--- config.mk ---
export PLATFORM = sky130hd
export DESIGN_NAME = imem_prog_loader
export DESIGN_NICKNAME = d
export VERILOG_FILES = /design/src/rtl/imem_prog_loader_pkg.sv /design/src/rtl/imem_byte_packer.sv /design/src/rtl/imem_prog_loader.sv
export SDC_FILE = /design/constraint.sdc
export NUM_CORES = 1
export LEC_CHECK = 0
export ABC_CLOCK_PERIOD_IN_PS = 2400
export CAP_MARGIN = 0
export CORE_MARGIN = 10
export CORE_UTILIZATION = 50
export DETAILED_ROUTE_END_ITERATION = 16
export MAX_ROUTING_LAYER = met4
export PLACE_DENSITY = 0.77
export SLEW_MARGIN = 15
export SYNTH_ARGS = -nofsm -noshare
export SYNTH_HDL_FRONTEND = slang
export SYNTH_SLANG_ARGS = --single-unit
--- constraint.sdc ---
create_clock -name clk -period 2.4 [get_ports clk]
set_input_delay 0.72 -clock clk [delete_from_list [all_inputs] [get_ports clk]]
set_output_delay 0.72 -clock clk [all_outputs]
set_load 0.05 [all_outputs]
--- src/rtl/imem_prog_loader_pkg.sv ---
// Shared types and constants for the boot-time instruction-memory loader.
package imem_prog_loader_pkg;

    typedef enum logic [2:0] {
        ST_LEN0,
        ST_LEN1,
        ST_DATA,
        ST_CHK,
        ST_RUN,
        ST_ERR
    } state_t;

    localparam int BYTES_PER_WORD = 4;

endpackage

--- src/rtl/imem_byte_packer.sv ---
// Packs a byte stream into 32-bit little-endian words; word/word_valid are
// combinational so the caller can register them together with the address.
module imem_byte_packer
    import imem_prog_loader_pkg::*;
(
    input  logic        clk,
    input  logic        clear,
    input  logic        byte_valid,
    input  logic [7:0]  byte_data,
    output logic        word_valid,
    output logic [31:0] word
);

    logic [1:0]  idx_reg;
    logic [31:0] word_reg;

    // Lane gi takes the incoming byte when the index points at it, so the
    // completed word is visible in the same cycle as its last byte.
    generate
        for (genvar gi = 0; gi < BYTES_PER_WORD; gi++) begin : g_lane
            assign word[8*gi +: 8] = (byte_valid && idx_reg == 2'(gi))
                                   ? byte_data : word_reg[8*gi +: 8];
        end
    endgenerate

    assign word_valid = byte_valid && (idx_reg == 2'(BYTES_PER_WORD - 1));

    always_ff @(posedge clk) begin
        if (clear) begin
            idx_reg  <= '0;
            word_reg <= '0;
        end else if (byte_valid) begin
            idx_reg  <= idx_reg + 2'd1;
            word_reg <= word;
        end
    end

endmodule

--- src/rtl/imem_prog_loader.sv ---
// Boot loader: receives a length-prefixed, XOR-checked byte frame, writes the
// words to instruction memory from address 0 and releases the core on success.
module imem_prog_loader
    import imem_prog_loader_pkg::*;
#(
    parameter int ADDR_W = 8
) (
    input  logic              clk,
    input  logic              global_reset,
    input  logic              rx_valid,
    input  logic [7:0]        rx_data,
    output logic              rx_ready,
    input  logic              reload,
    output logic              imem_we,
    output logic [ADDR_W-1:0] imem_addr,
    output logic [31:0]       imem_wdata,
    output logic              core_reset,
    output logic              done,
    output logic              error
);

    localparam logic [16:0] MAX_WORDS = 17'(2 ** ADDR_W);

    state_t            state_reg, state_next;
    logic [15:0]       len_reg;
    logic [ADDR_W:0]   word_cnt_reg;
    logic [7:0]        xor_reg;
    logic              imem_we_reg;
    logic [ADDR_W-1:0] imem_addr_reg;
    logic [31:0]       imem_wdata_reg;
    logic              core_reset_reg;
    logic              done_reg;
    logic              error_reg;

    logic              xfer;
    logic              restart;
    logic              byte_valid;
    logic              word_valid;
    logic [31:0]       word;
    logic [16:0]       len_full;
    logic              last_word;

    assign rx_ready   = !global_reset && (state_reg inside {ST_LEN0, ST_LEN1, ST_DATA, ST_CHK});
    assign xfer       = rx_valid && rx_ready;
    assign restart    = reload && (state_reg inside {ST_RUN, ST_ERR});
    assign byte_valid = xfer && (state_reg == ST_DATA);
    assign len_full   = {1'b0, rx_data, len_reg[7:0]};
    // Counter is one bit wider than the address so a full-depth image of
    // 2**ADDR_W words never aliases word 0 before the checksum byte.
    assign last_word  = (word_cnt_reg == (len_reg[ADDR_W:0] - (ADDR_W+1)'(1)));

    imem_byte_packer u_packer (
        .clk        (clk),
        .clear      (global_reset || restart),
        .byte_valid (byte_valid),
        .byte_data  (rx_data),
        .word_valid (word_valid),
        .word       (word)
    );

    always_comb begin
        state_next = state_reg;
        case (state_reg)
            ST_LEN0: if (xfer) state_next = ST_LEN1;
            ST_LEN1: begin
                if (xfer) begin
                    if (len_full > MAX_WORDS)   state_next = ST_ERR;
                    else if (len_full == 17'd0) state_next = ST_CHK;
                    else                        state_next = ST_DATA;
                end
            end
            ST_DATA: if (word_valid && last_word) state_next = ST_CHK;
            ST_CHK:  if (xfer) state_next = (rx_data == xor_reg) ? ST_RUN : ST_ERR;
            ST_RUN:  if (reload) state_next = ST_LEN0;
            ST_ERR:  if (reload) state_next = ST_LEN0;
            default: state_next = ST_LEN0;
        endcase
    end

    always_ff @(posedge clk) begin
        if (global_reset) begin
            state_reg      <= ST_LEN0;
            len_reg        <= '0;
            word_cnt_reg   <= '0;
            xor_reg        <= '0;
            imem_we_reg    <= 1'b0;
            imem_addr_reg  <= '0;
            imem_wdata_reg <= '0;
            core_reset_reg <= 1'b1;
            done_reg       <= 1'b0;
            error_reg      <= 1'b0;
        end else begin
            state_reg   <= state_next;
            imem_we_reg <= word_valid;
            if (word_valid) begin
                imem_addr_reg  <= word_cnt_reg[ADDR_W-1:0];
                imem_wdata_reg <= word;
                word_cnt_reg   <= word_cnt_reg + (ADDR_W+1)'(1);
            end
            if (restart) begin
                len_reg      <= '0;
                word_cnt_reg <= '0;
                xor_reg      <= '0;
            end else if (xfer && (state_reg inside {ST_LEN0, ST_LEN1, ST_DATA})) begin
                xor_reg <= xor_reg ^ rx_data;
            end
            if (xfer && state_reg == ST_LEN0) len_reg[7:0]  <= rx_data;
            if (xfer && state_reg == ST_LEN1) len_reg[15:8] <= rx_data;
            core_reset_reg <= (state_next != ST_RUN);
            done_reg       <= (state_next == ST_RUN);
            error_reg      <= (state_next == ST_ERR);
        end
    end

    assign imem_we    = imem_we_reg;
    assign imem_addr  = imem_addr_reg;
    assign imem_wdata = imem_wdata_reg;
    assign core_reset = core_reset_reg;
    assign done       = done_reg;
    assign error      = error_reg;

endmodule

==> summary.md <==
| Metric | Value |
|---|---|
| Outcome | finished clean |
| # setup viols final | 0 |
| Peak supply drop | 411 uV |
| Avg Inst Size Synth | 8.88 um^2 |
| Die height | approximately 110 um |
| Slew HR | 64.4% |
| ANT cells | 0 |
| EDFF count, synth | 0 |
| Full die area | 0.0124 mm^2 |
| Max Buffers Root-to-Sink | 2 |
| Seq/Total Area, Yosys | about 48% |
| Worst slack, placed | -312 ps |
| Total CTS buffers | 9 |
| Setup ws final | roughly 59 ps |
| Hold_buf cts | 0 |
| CTS H-tree depth | 3 |
| Multi-input gate area | 0.00202 mm^2 |
| Die X | 111 um |
| Number of synthesized register bits | 99 |
| Iter 0 DRT Violations | ~110 |
| Cells after Synth | 469 |
| Fraction of layout instances using a drive strength above 1 | 11.6% |
| Drt wl/cell | 15.5 um |
| Most common cell after layout, fill and taps aside | dfxtp_1 |
| Clk sink count | 99 |
| Final ANT Viol Nets | 0 |
| Pwr dens | 599 mW/mm^2 |
| CTS tree | done |
| Post-synth cell types | 49 |
| CTS clock-pin slew for the worst setup and hold paths | 100 ps |
| RSZ-0062 raised after global routing | false |
| Total Routing Usage GR | 16.4% |
| Final #Nets | ~550 |
| Vias per cell | 5.43 |
| Initial Util | about half |
| Post-place instance area | 0.00498 mm^2 |
| Static leakage | 0.00209 uW |
| Async S/R FF share, synth | 0% |
| Cell area after layout | between 0.005 and 0.006 mm^2 |
| Maximum clock rate | between 400 and 500 MHz |
| Gpl congestion | 0.820 |
| Post-DP HPWL | 7200 um |
| Slew @ Worst Pin | 532 ps |
| Minimum clock period | roughly 2300 ps |
| IO Port Bufs | 56 |
| Ports | 57 |
| Slowest-stage cell, CP | or4_1 |
| Post-synth top flop | dfxtp_1 |
| Final Hold Viols | 0 |
| CP peak stage delay | about 590 ps |
| Commonest cells after routing, fill and taps aside | 99 x dfxtp_1, 73 x nor2_1, 56 x nand2_1 |
| Worst clock skew | 15.1 ps |
| Total grt overflow | 0 |
| Reg-to-reg slack, setup | 370 ps |
| FP Rows | 33 |
| Worst endpoint data arrival time | 2600 ps |
| Via count | 3469 |
| Core area | 0.00818 mm^2 |
| Vias in the first global route | roughly 3.4k |
| Critical Path RT | 2660 ps |
| Initial antenna violation count | 0 |
| Critical Path Source Type | input port |
| Fillers | 680 |
| Final Max Slew Viols | 0 |
| Area delta synth->final | 25.1% |
| 1st-pass router iterations | 5 |
| Post-cts sizing count | 0 |
| Nature of the critical path endpoint | flop |
| Cell Chain, Critical Path | clkdlybuf4s50_1, or4_1, nor4_4, a41oi_1, or3_1 |
| Root buffer cell | clkbuf_8 |
| Wirelength, routed | ~10000 um |
| Mapped Nets | 487 |
| Clock latency on the worst-skew pair | 370 ps |
| Largest net degree at the start of global routing | 57 |
| Post-CTS Setup Inserts | 0 |
| Residual DRC | 0 |
| Synth Cell Area | 0.00417 mm^2 |
| Class of the worst hold path | flop to flop |
| Crit path kind | input port to flop |
| First-pass GRT wire length | 16700 um |
| Max-Cap Viols | 0 |
| Max FFs per register | 32 |
| Tcrit/Tclk final | 97.6% |
| Yosys warns | 0 |
| Register area | 0.00198 mm^2 |
| CP max FO | 4 |
[power breakdown]
part | internal, uW | switching (uW)
sequential | 1660 | 25.7
clock | 513 | 637
combinational | 124 | 157
[final timing paths]
kind,start,end,cells past startpoint
worst max-delay path,rx_data[6],core_reset$_SDFF_PP1_,5
worst min-delay path,imem_wdata[25]$_SDFFE_PP0P_,imem_wdata[25]$_SDFFE_PP0P_,2
worst max register to register,len_reg[0]$_SDFFE_PP0P_,state_reg[0]$_SDFF_PP0_,7
worst min register to register,imem_wdata[25]$_SDFFE_PP0P_,imem_wdata[25]$_SDFFE_PP0P_,2
[through the flow]
stage / util [%] / hold WS, ps / std cells / total power (uW) / setup TNS, ps
6_report: 63.7 / 462 / 639 / 3120 / 0
5_1_grt: 63.7 / 488 / 639 / 3230 / 0
4_1_cts: 63.6 / 466 / 639 / 3130 / 0
3_5_place_dp: 60.9 / 451 / 623 / 2000 / -10370
3_3_place_gp: 60.9 / 444 / 623 / 1990 / -8580
2_1_floorplan: - / 459 / 469 / 1900 / 0
[worst max-delay path, delay by kind of cell]
kind	cells	cell delay (ps)
buffers and inverters	1	460
AO/OA/AOI/OAI	1	210
AND/OR/NAND/NOR	3	1220
[cell usage after synthesis, drive strengths merged, types with 7 or more instances]
master | count | area [um^2]
xor2 | 20 | 175
nor2 | 73 | 274
mux2i | 25 | 250
nand3 | 14 | 70.1
inv | 7 | 26.3
dfxtp | 99 | 1980
xnor2 | 15 | 131
a21oi | 29 | 145
a211oi | 25 | 188
clkbuf | 32 | 120
nand2 | 59 | 244
[cell families after synthesis]
kind of cell | synth area share, %
compound gates | 11.5
xor+xnor | 7.36
fa+ha+maj | 1.80
buf+inv | 4.12
flops | 47.6
mux | 6.28
simple gates | 21.4
[area by class of cell]
type                       instances  share of cell area, %
clock buffer                       9                   2.38
inverter                           7                  0.504
sequential                        99                   38.0
tap                              105                   2.52
timing repair buffer              86                   15.9
clock inverter                     7                   1.80
multi-input combinational        326                   38.9
[metal layers]
layer,track usage (%),vias to the layer above,share of wire (%)
met5,-,-,0
met2,25.9,78,47
met3,3.46,15,4.9
met4,6.43,0,1.6
met1,19.9,1665,46
li1,-,1711,-
(Power assumes the default switching activity.)
